`src/rtl/atm_pkg.sv`:
```
// Shared definitions for the ATM HEC checker: FSM state encoding,
// HEC coset, cell geometry and the CRC-8 header checksum function.
package atm_pkg;

  typedef enum logic [1:0] {
    IDLE     = 2'd0,
    WAIT_HEC = 2'd1,
    PAYLOAD  = 2'd2,
    DISCARD  = 2'd3
  } state_t;

  localparam logic [7:0]  HEC_COSET          = 8'h55;
  localparam int unsigned CELL_PAYLOAD_BEATS = 12;

  // CRC-8, polynomial x^8+x^2+x+1, init 0, MSB first, no reflection.
  // The coset is applied by the caller.
  function automatic logic [7:0] crc8_32(input logic [31:0] data);
    logic [7:0] crc;
    crc = '0;
    for (int unsigned i = 0; i < 32; i++) begin
      if (crc[7] ^ data[31 - i])
        crc = {crc[6:0], 1'b0} ^ 8'h07;
      else
        crc = {crc[6:0], 1'b0};
    end
    return crc;
  endfunction

endpackage

```
`src/rtl/atm_hec_syndrome_decode.sv`:
```
// Maps an 8-bit HEC syndrome onto a one-hot 40-bit error position.
// Bits [39:8] flag a header bit (bit i+8 = header word bit i),
// bits [7:0] flag a bit of the received HEC byte. All zero when the
// syndrome does not match any single-bit error.
module atm_hec_syndrome_decode
  import atm_pkg::*;
(
  input  logic [7:0]  syndrome,
  output logic [39:0] err_pos
);

  // Compare the syndrome against every single-bit error signature.
  always_comb begin
    err_pos = '0;
    for (int unsigned i = 0; i < 8; i++) begin
      if (syndrome == 8'(1 << i))
        err_pos[i] = 1'b1;
    end
    for (int unsigned i = 0; i < 32; i++) begin
      if (syndrome == crc8_32(32'h1 << i))
        err_pos[i + 8] = 1'b1;
    end
  end

endmodule

```
`config.mk`:
```
export PLATFORM = sky130hd
export DESIGN_NAME = atm_hec_syndrome_decode
export DESIGN_NICKNAME = d
export VERILOG_FILES = /design/src/rtl/atm_pkg.sv /design/src/rtl/atm_hec_syndrome_decode.sv
export SDC_FILE = /design/constraint.sdc
export NUM_CORES = 1
export LEC_CHECK = 0
export CORE_MARGIN = 3
export CORE_UTILIZATION = 30
export DETAILED_ROUTE_END_ITERATION = 8
export GPL_TIMING_DRIVEN = 0
export PLACE_DENSITY = 0.8
export SLEW_MARGIN = 20
export SYNTH_ARGS = -nofsm -noshare
export SYNTH_HDL_FRONTEND = slang
export SYNTH_SLANG_ARGS = --single-unit
export TNS_END_PERCENT = 20
```
`constraint.sdc`:
```
create_clock -name vclk -period 4.4
set_clock_uncertainty 0.2 [all_clocks]
set_input_delay 0.88 -clock vclk [all_inputs]
set_output_delay 0.88 -clock vclk [all_outputs]
set_load 0.005 [all_outputs]
```
==> impl_results.md <==
* Outcome: complete, no violations
* Slew @ Worst Pin at 359 ps
* Chip height at 47.1 um
* Initial antenna violation count at 0
* Post-route minimum period at slightly below 4000 ps
* First drt pass iteration count at 4
* Rows at 14
* I/O Pins at between 40 and 50
* Class of the most critical setup path: in2out
* Die W at 47.1 um
* Vias in the first global route at around 670
* Pwr Density at between 40 and 50 mW/mm2
* Commonest non-fill, non-tap cell in the layout: clkdlybuf4s50_1
* Antenna-violating nets left at 0
* Mapped Cells at 75
* Initial core utilization at 32.8%
* Post-cts sizing count at 0
* Relative slew slack at 76.1%
* Setup crit start kind: primary input
* Global-route wire length before repair at 3.08 mm
* GRT Util Overall at roughly 18%
* Largest net degree at the start of global routing at 11
* Count of pins over their slew limit at 0
* MaxCap Viol Count at 0
* Mean Syn Cell Area at 6.74 um2
* Vias per cell at 5.40
* Mapped Area at 505 um2
* Placement Setup Slack at a little under 500 ps
* Most frequent cells in the layout: clkdlybuf4s50_1 (48), nor2_1 (17), nor3_1 (10)
* # hold bufs at CTS at 0
* Post-Syn Nets at between 80 and 90
* Hpwl dp at 1.63 mm
* VDD IR max at 0.0299 mV
* RSZ-0062 raised after global routing: no
* Postcts setup bufs at 0
* Core region area at 0.00154 mm2
* Nets at 133
* Buffers on Ports at 48
* Final wirelength at 1.96 mm
* Setup tns final at 0 ps
* Crit path max fanout at 10
* Dpl cells at around 140
* Avg WL per Cell at 14.1 um
* Fin crit share at 88.7%
* CP Capture Type: output pin
* Final worst-path setup slack at 497 ps
* Seq. cell area at 0 um2
* Worst EP arrival at 2820 ps
* DR iter-0 viols at 16
* Routability cong. at 0.765
* Total grt overflow at 0
* Synth unique cells at 17
* Vias at 750
* Fmax at approximately 0.26 GHz
* Yosys warnings at 0
* Sequential area share after synthesis at 0%
* Clock buffer count at 0
* Final setup vio count at 0
* Ratio of cells with drive above 1 in the final layout at 14.6%
* Area grow syn2layout at 99.0%
* Finished Layout Cells at 139
* Flip-flop and latch count at 0
* Die area at 0.00221 mm2
* Hold WC Path Type: in2out
* Crit. Startpoint: syndrome[5]
* DRC at 0
* Final Hold Fails at 0
* Hold path cells at 4
* Critical path required time at ~3300 ps
* Hold slack at roughly 2700 ps
* Diodes inserted at 0
* Hold Path Origin: syndrome[7]
* LEAKAGE at 0.284 nW
## final cells by class
| type | instances | area [um2] |
|---|---|---|
| Fill cell | 162 | 536 |
| Tap cell | 16 | 20.0 |
| Multi-Input combinational cell | 65 | 444 |
| Buffer | 10 | 61.3 |
| Timing Repair Buffer | 48 | 480 |
## critical path, cell delays in order
cell	delay [ps]
clkdlybuf4s50_1	540
buf_6	160
or4b_4	500
nor4_4	210
clkdlybuf4s50_1	530
## metal layers
layer	global-route usage, %	routed length (um)
met5	0	0
met4	0	0
met3	0.383	87
met2	35.0	994
met1	24.5	879
## cells in the mapped netlist
cell / n / area, um2
buf_6: 2 / 22.5
or2b_1: 1 / 7.51
or4b_4: 5 / 68.8
nand2b_1: 7 / 43.8
clkbuf_1: 1 / 3.75
nor3_1: 10 / 50.1
nand2_1: 3 / 11.3
nor2_1: 17 / 63.8
or4_1: 2 / 15.0
nand4b_1: 3 / 26.3
nor4_2: 2 / 25.0
nand4bb_1: 4 / 45.0
nor3_2: 1 / 10.0
clkbuf_2: 1 / 5.00
nor4_1: 9 / 56.3
nor4_4: 1 / 21.3
buf_2: 6 / 30.0
## worst paths after layout
check	slack (ps)	to
worst min-delay path	2670	err_pos[39]
worst max-delay path	500	err_pos[33]
## power breakdown
group,switching [mW],total [mW],internal [mW]
combinational,0.0235,0.0432,0.0197
sequential,0,0,0
clock,0,0,0
## per-stage QoR
step | power [mW] | utilization (%) | cell area [um2]
floorplan | 0.0262 | - | 505
global placement | 0.0420 | 65.3 | 1010
detailed placement | 0.0430 | 65.3 | 1010
CTS | 0.0430 | 65.3 | 1010
global route | 0.0469 | 65.3 | 1010
finish | 0.0432 | 65.3 | 1010
## cells by family (layout without fill, tap and decap cells)
| logic type | after synthesis | count (layout) | synth area share [%] |
|---|---|---|---|
| buf+inv | 10 | 58 | 12.1 |
| simple gates | 65 | 65 | 87.9 |
No activity file was read; power rests on OpenSTA's default activity.
